===== src/rtl/z80_bus_responder.sv =====
// Bus-side responder for the z80 core: decodes M1/MEM/IO/INTA cycles, inserts
// fixed or LFSR-random wait states, serves reads from a byte RAM / I/O latch.
module z80_bus_responder #(
    parameter int unsigned ADDR_BITS = 8,
    parameter int unsigned M1_WAIT   = 0,
    parameter int unsigned MEM_WAIT  = 0,
    parameter int unsigned IO_WAIT   = 0,
    parameter bit          RAND_WAIT = 1'b0,
    parameter logic [15:0] LFSR_SEED = 16'hACE1,
    parameter logic [7:0]  INTA_VEC  = 8'hFF
) (
    input  logic        CLK,
    input  logic        nRESET,
    input  logic [15:0] A,
    input  logic        nMREQ,
    input  logic        nIORQ,
    input  logic        nRD,
    input  logic        nWR,
    input  logic        nM1,
    input  logic        nRFSH,
    input  logic [7:0]  WRITE_D,
    output logic [7:0]  READ_D,
    output logic        nWAIT,
    output logic [15:0] bus_cycles,
    output logic [15:0] wait_cycles
);

    localparam int unsigned DEPTH = 2 ** ADDR_BITS;

    typedef enum logic [1:0] {S_IDLE, S_WAIT, S_ACTIVE} state_e;
    typedef enum logic [1:0] {C_M1, C_MEM, C_IO, C_INTA} cls_e;

    logic [7:0]           ram_q [DEPTH];
    state_e               state_q;
    cls_e                 cls_q;
    logic [3:0]           cnt_q;
    logic [15:0]          lfsr_q;
    logic [15:0]          bus_q;
    logic [15:0]          waitc_q;
    logic [7:0]           rdata_q;
    logic [7:0]           io_q;
    logic                 nwait_q;

    logic [ADDR_BITS-1:0] addr;
    logic                 a_unused;
    logic                 mem_req;
    logic                 io_req;
    logic                 start;
    logic                 strobe;
    cls_e                 cls_d;
    logic [3:0]           base;
    logic [3:0]           n_d;
    logic [15:0]          lfsr_d;

    assign addr     = A[ADDR_BITS-1:0];
    assign a_unused = ^A[15:ADDR_BITS];

    // Cycle classification and wait-count selection; memory wins over I/O if both are low.
    always_comb begin
        mem_req = !nMREQ && nRFSH;
        io_req  = !nIORQ && nRFSH;
        start   = mem_req || io_req;
        strobe  = !nMREQ || !nIORQ;
        cls_d   = C_IO;
        base    = 4'(IO_WAIT);
        if (mem_req) begin
            if (!nM1) begin
                cls_d = C_M1;
                base  = 4'(M1_WAIT);
            end else begin
                cls_d = C_MEM;
                base  = 4'(MEM_WAIT);
            end
        end else if (!nM1) begin
            cls_d = C_INTA;
            base  = 4'd0;
        end
        if (RAND_WAIT)
            n_d = 4'({1'b0, lfsr_q[3:0]} % (5'(base) + 5'd1));
        else
            n_d = base;
        lfsr_d = {lfsr_q[0] ^ lfsr_q[2] ^ lfsr_q[3] ^ lfsr_q[5], lfsr_q[15:1]};
    end

    always_ff @(posedge CLK or negedge nRESET) begin
        if (!nRESET) begin
            state_q <= S_IDLE;
            cls_q   <= C_MEM;
            cnt_q   <= 4'd0;
            lfsr_q  <= LFSR_SEED;
            bus_q   <= 16'd0;
            waitc_q <= 16'd0;
            rdata_q <= 8'hFF;
            io_q    <= 8'hFF;
            nwait_q <= 1'b1;
        end else begin
            case (state_q)
                S_IDLE: begin
                    if (start) begin
                        bus_q  <= bus_q + 16'd1;
                        lfsr_q <= lfsr_d;
                        cls_q  <= cls_d;
                        cnt_q  <= n_d;
                        if (n_d != 4'd0) begin
                            state_q <= S_WAIT;
                            nwait_q <= 1'b0;
                        end else begin
                            state_q <= S_ACTIVE;
                        end
                    end
                end
                S_WAIT: begin
                    waitc_q <= waitc_q + 16'd1;
                    if (!strobe) begin
                        state_q <= S_IDLE;
                        nwait_q <= 1'b1;
                    end else if (cnt_q == 4'd1) begin
                        state_q <= S_ACTIVE;
                        nwait_q <= 1'b1;
                    end else begin
                        cnt_q <= cnt_q - 4'd1;
                    end
                end
                S_ACTIVE: begin
                    if (!strobe) state_q <= S_IDLE;
                end
                default: begin
                    state_q <= S_IDLE;
                    nwait_q <= 1'b1;
                end
            endcase

            if (state_q != S_IDLE && !nRD) begin
                case (cls_q)
                    C_IO:    rdata_q <= io_q;
                    C_INTA:  rdata_q <= INTA_VEC;
                    default: rdata_q <= ram_q[addr];
                endcase
            end

            if (state_q == S_ACTIVE && !nWR && cls_q == C_IO) io_q <= WRITE_D;
        end
    end

    // RAM contents survive reset; writes only commit in ACTIVE.
    always_ff @(posedge CLK) begin
        if (state_q == S_ACTIVE && !nWR && cls_q == C_MEM) ram_q[addr] <= WRITE_D;
    end

    assign READ_D      = rdata_q;
    assign nWAIT       = nwait_q;
    assign bus_cycles  = bus_q;
    assign wait_cycles = waitc_q;

endmodule


===== config.mk =====
export PLATFORM = sky130hd
export DESIGN_NAME = z80_bus_responder
export DESIGN_NICKNAME = d
export VERILOG_FILES = /design/src/rtl/z80_bus_responder.sv
export SDC_FILE = /design/constraint.sdc
export NUM_CORES = 2
export LEC_CHECK = 0
export CAP_MARGIN = 30
export CORE_MARGIN = 1
export CORE_UTILIZATION = 40
export CTS_CLUSTER_SIZE = 16
export DETAILED_ROUTE_END_ITERATION = 16
export PLACE_DENSITY = 0.57
export SLEW_MARGIN = 20
export SYNTH_ARGS = -nofsm -noshare
export SYNTH_HDL_FRONTEND = slang
export SYNTH_SLANG_ARGS = --single-unit

===== constraint.sdc =====
create_clock -name CLK -period 3 [get_ports CLK]
set_input_delay 0.75 -clock CLK [delete_from_list [all_inputs] [get_ports CLK]]
set_output_delay 0.75 -clock CLK [all_outputs]
set_load 0.02 [all_outputs]

Word-level counts from Yosys, hierarchy flattened
Memory sizes are Yosys's and may differ from the RTL's. Cells that the tools add are included.

Input bits: 32. Output and inout port bits: 41. Register bits after elaboration: 57. RAM bits: 2048. Logic and storage cells: 62. Memories kept: 1.

Memory list: ram_q (depth 256, width 8, read ports 1, clocked after Yosys merged registers in 0, wr ports 1, RTL line 33) `logic [7:0] ram_q [DEPTH];`.

Reductions and logical operators: 20. Equality and inequality tests: 11. Bitwise logic cells: 1. Add/sub/neg operators: 3. Multiplexer cells: 18.

Operator list (number): adder 16 x 1 -> 16 bit, second input constant (2); one-hot mux 8 bit (2 select lines) (1); two-way mux 4 bit (3); two-way mux 2 bit (5); inequality test 2 bit, second input constant (4); one-hot mux 4 bit (2 select lines) (1); == test 2 bit, second input constant (3); logical AND 1 bit (6); two-way mux 1 bit (6); one-hot mux 2 bit (3 select lines) (1); == test 2 x 1 -> 1 bit, second input constant (2); == test 4 x 1 -> 1 bit, second input constant (1); zero test 1 bit (4); AND reduction 2 bit (2); AND reduction 4 bit (1); nonzero test 2 bit (2); subtractor 4 x 1 -> 4 bit, second input constant (1); inequality test 3 bit, second input constant (1); AND reduction 3 bit (1); zero test 2 bit (1); logical OR 1 bit (2); one-hot mux 1 bit (2 select lines) (1); OR reduction 2 bit (1); NOT 1 bit (1).

Logic depth before layout (Yosys ltp)
Depth after elaboration: 5. Mapped depth: 12. Depth with buffers taken out: 7.

Least setup slack after synthesis
No wires, ideal clock.

Kind: input to register. From: input port A[0]. To: memory ram_q[222][0], enable pin. Arrival: 2.944 ns. Slack: -0.314 ns. Path buffers: 8. Required time: 2.630 ns. Stages: 11. Library setup time: 0.370 ns. Path through: buf_6 -> buf_6 -> buf_6 -> buf_6 -> buf_4 -> buf_2 -> buf_2 -> nor3b_1 -> nand2_1 -> buf_2 -> nor2_1.

RTL lines: start, declared (RTL line 14) `input logic [15:0] A,`; end, declared (RTL line 33).

No word-level cell before the write port.

Final worst setup path
From: input port A[0]. To: register rdata_q[7], in the netlist READ_D[7].

Word-level cells in the longest chain between the ends: 2.

Ends and longest elaborated chain: memory (256 x 8 bit); one-hot mux 8 bit (2 select lines) (RTL line 134) `case (cls_q)`; end signal, assigned (RTL line 135) `C_IO: rdata_q <= io_q;`; end signal, assigned (RTL line 137) `default: rdata_q <= ram_q[addr];`; end, declared (RTL line 40) `logic [7:0] rdata_q;`.

Every way passes these cells. A chain may end at the register's enable or synchronous reset.

==> flow_metrics.env <==
export IMPL_run_status="finished clean"
export IMPL_globalRoute_busiestLayer="met2"
export IMPL_detailed_placement_hpwl_mm=154
export IMPL_regToRegSetupSlack_ns=0.29
export IMPL_synthArstFlopShare=0.0168
export IMPL_detail_route_first_pass_iterations=6
export IMPL_drive_above_1_share=0.390
export IMPL_setup_worst_path_start_class="primary input"
export IMPL_critical_path_capture_point="READ_D[7]"
export IMPL_htreeDepth=4
export IMPL_required_ns=3.76
export IMPL_drt_initial_drc_count=5056
export IMPL_coreArea_mm2=0.200
export IMPL_number_of_different_library_cells_in_the_post_synthesis_netlist=67
export IMPL_global_route_usage_total=0.226
export IMPL_tritoncts="yes"
export IMPL_grtUsageMet1=0.323
export IMPL_fp_dieH_um=452
export IMPL_drc_violations=0
export IMPL_std_cell_rows=164
export IMPL_area_growth_pct=24.0
export IMPL_clockBufferDepth=3
export IMPL_nets=4728
export IMPL_maximum_vdd_ir_drop_mv=0.601
export IMPL_fp_dieArea_mm2=0.204
export IMPL_final_hold_viol_count=0
export IMPL_first_global_vias=43300
export IMPL_worst_path_max_fanout=27
export IMPL_tritoncts_num_sinks=2083
export IMPL_netlist_top_cells_area="sky130_fd_sc_hd__edfxtp_1 (76%), sky130_fd_sc_hd__mux4_2 (14%), sky130_fd_sc_hd__mux2i_1 (1.4%)"
export IMPL_synth_seq_cells=2083
export IMPL_ff_to_ff_end="ram_q[9][6]"
export IMPL_insertion_delay_ns=0.86
export IMPL_grt_util_met2=0.360
export IMPL_timing_rr_start="cls_q[0]"
export IMPL_detail_route_wl_per_cell_um=30.5
export IMPL_mappedNetlistArea_mm2=0.0810
export IMPL_first_pass_grt_wire_length_mm=327
export IMPL_finalWirelength_mm=230
export IMPL_die_width_um=452
export IMPL_power_per_cell_area_mw_per_mm2=615
export IMPL_portion_of_the_clock_cycle_consumed_by_the_worst_path_in_the_final_layout=0.989
export IMPL_layout_commonest_cell="sky130_fd_sc_hd__edfxtp_1"
export IMPL_worst_pin_slew_ns=0.952
export IMPL_antenna_found_initial=7
export IMPL_fin_worst_skew_ns=0.0468
export IMPL_detailroute_via_count=42700
export IMPL_tritoncts_num_buffers=209
export IMPL_max_freq_mhz=337
export IMPL_global_route_usage_met3=0.0384
export IMPL_syn_mean_instance_area_um2=21.3
export IMPL_grt_overflow_total=0
export IMPL_avgViaCountPerCell=5.67
export IMPL_clk_pin_slew_worst_paths_ns=0.06
export IMPL_critical_path_arrival_ns=3.73
export IMPL_finalCriticalPeriod_ns=2.97
export IMPL_hold_path_class="primary input to flip-flop"
export IMPL_synth_warnings=0
export IMPL_final_standard_cell_utilization_of_the_core=0.501
export IMPL_cp_class="primary input to flip-flop"
export IMPL_ioPinCount=73
export IMPL_ant_nets=0
export IMPL_buffer_ports_inserted=47
export IMPL_synth_seq_area_share=0.770
export IMPL_dp_worst_slack_ns=-1.02
export IMPL_setup_worst_path_end_class="flip-flop"
export IMPL_maximum_number_of_pins_on_one_net_before_global_route_repair=124
export IMPL_mostFrequentLayoutCells="sky130_fd_sc_hd__edfxtp_1 (2048), sky130_fd_sc_hd__buf_4 (627), sky130_fd_sc_hd__mux4_2 (501), sky130_fd_sc_hd__buf_12 (230), sky130_fd_sc_hd__clkbuf_16 (211)"
export IMPL_finalSetupTns_ns=0
export IMPL_synthDominantAreaCellType="sky130_fd_sc_hd__edfxtp_1"
export IMPL_worst_r2r_path_depth=8
export IMPL_setup_violations_final=0
export IMPL_drv_slew=0
export IMPL_timing_hold_ws_ns=0.318
export IMPL_gp_congestion=0.877
export IMPL_crit_start="A[0]"
export IMPL_max_cap_violations=0
export IMPL_synthDominantCellAreaShare=0.759
export IMPL_post_layout_total_power_mw=61.8
export IMPL_number_of_flops_mapped_to_enable_cells_by_yosys=2048
export IMPL_power_leakage_nw=32.7
export IMPL_clock_tree_root_cell="sky130_fd_sc_hd__clkbuf_16"
export IMPL_primary_ff_master_synth="sky130_fd_sc_hd__edfxtp_1"
export IMPL_final_worst_setup_slack_ns=0.0322
export IMPL_netlist_instances=3811
export IMPL_max_slew_margin=0.361
export IMPL_rsz0062_at_grt="false"
export IMPL_start_util=0.404
-- where the power goes --
part	leakage, nW	internal (mW)	total (mW)	switching [mW]
Combinational	10.6	1.68	4.03	2.35
Sequential	18.8	32.2	32.3	0.184
Clock	3.25	14.3	25.5	11.2
-- how the worst min path moves through the flow --
stage                         from              to  cells after the start
floorplan                   nRESET   bus_cycles[0]                      0
global placement    bus_cycles[15]  bus_cycles[15]                      1
detailed placement  bus_cycles[15]  bus_cycles[15]                      1
CTS                     WRITE_D[0]    ram_q[12][0]                      1
global route            WRITE_D[0]    ram_q[12][0]                      1
finish                  WRITE_D[0]    ram_q[12][0]                      1
-- per-stage QoR --
stage	std cells	instance area [µm²]
6_report	7533	101000
5_1_grt	7530	101000
4_1_cts	7529	100000
3_5_place_dp	7138	93800
3_3_place_gp	7138	93800
2_1_floorplan	3826	82000
-- final cells by class --
| type | count | area, µm² |
|---|---|---|
| tap | 2656 | 3320 |
| antenna | 3 | 7.51 |
| clock inverter | 131 | 1170 |
| multi-input combinational | 1492 | 18300 |
| sequential | 2083 | 62400 |
| timing repair buffer | 904 | 9800 |
| clock buffer | 259 | 5460 |
| fill | 16000 | 100000 |
| inverter | 5 | 23.8 |
-- cell families after synthesis --
kind of cell / share of synthesized area
flip-flops: 0.770
multiplexers: 0.156
AND/OR/NAND/NOR: 0.0278
AO/OA/AOI/OAI: 0.0273
buffers and inverters: 0.0164
XOR/XNOR: 0.00173
other: 0.0000927
adder cells (fa/ha/maj): 0.000154
-- state kept, by name (all words and copies together) (netlist names) --
signal	cells
bus_cycles	16
ram_q	2048
cls_q	2
READ_D	8
io_q	8
state_q	1
-- cells in the mapped netlist (35+ instances only) --
cell                          n
sky130_fd_sc_hd__mux4_2     501
sky130_fd_sc_hd__nand3_1     40
sky130_fd_sc_hd__clkbuf_1    87
sky130_fd_sc_hd__mux2i_1    115
sky130_fd_sc_hd__buf_4       35
sky130_fd_sc_hd__nor2_1     292
sky130_fd_sc_hd__a221oi_1    37
sky130_fd_sc_hd__a21oi_1     46
sky130_fd_sc_hd__edfxtp_1  2048
sky130_fd_sc_hd__nand2_1     80
sky130_fd_sc_hd__o21ai_0     37
sky130_fd_sc_hd__a22oi_1     63
sky130_fd_sc_hd__buf_2       87
-- layer usage --
layer	up-vias	routed length [µm]	share of wire
li1	17800	-	-
met1	23000	98300	0.43
met2	1646	110000	0.48
met3	305	15900	0.069
met4	4	5720	0.025
met5	-	26	0.00011
-- critical path, stage by stage --
cell and delay, ns:
sky130_fd_sc_hd__buf_8 0.37, sky130_fd_sc_hd__buf_12 0.23, sky130_fd_sc_hd__buf_12 0.15, sky130_fd_sc_hd__mux4_2 0.56, sky130_fd_sc_hd__a221oi_1 0.36, sky130_fd_sc_hd__buf_4 0.17
sky130_fd_sc_hd__a21oi_1 0.22, sky130_fd_sc_hd__nor4_2 0.51, sky130_fd_sc_hd__buf_4 0.21, sky130_fd_sc_hd__o22ai_1 0.07
-- what timing repair did --
action / CTS / global route
hold buffers: 1 / 0
pin swaps: 0 / 0
gates resized for setup: 2 / 2
setup buffers: 0 / 0
setup endpoints to repair: 2 / 2
hold endpoints to repair: 18 / 0
Note: power is estimated with default switching activity, not from simulation.
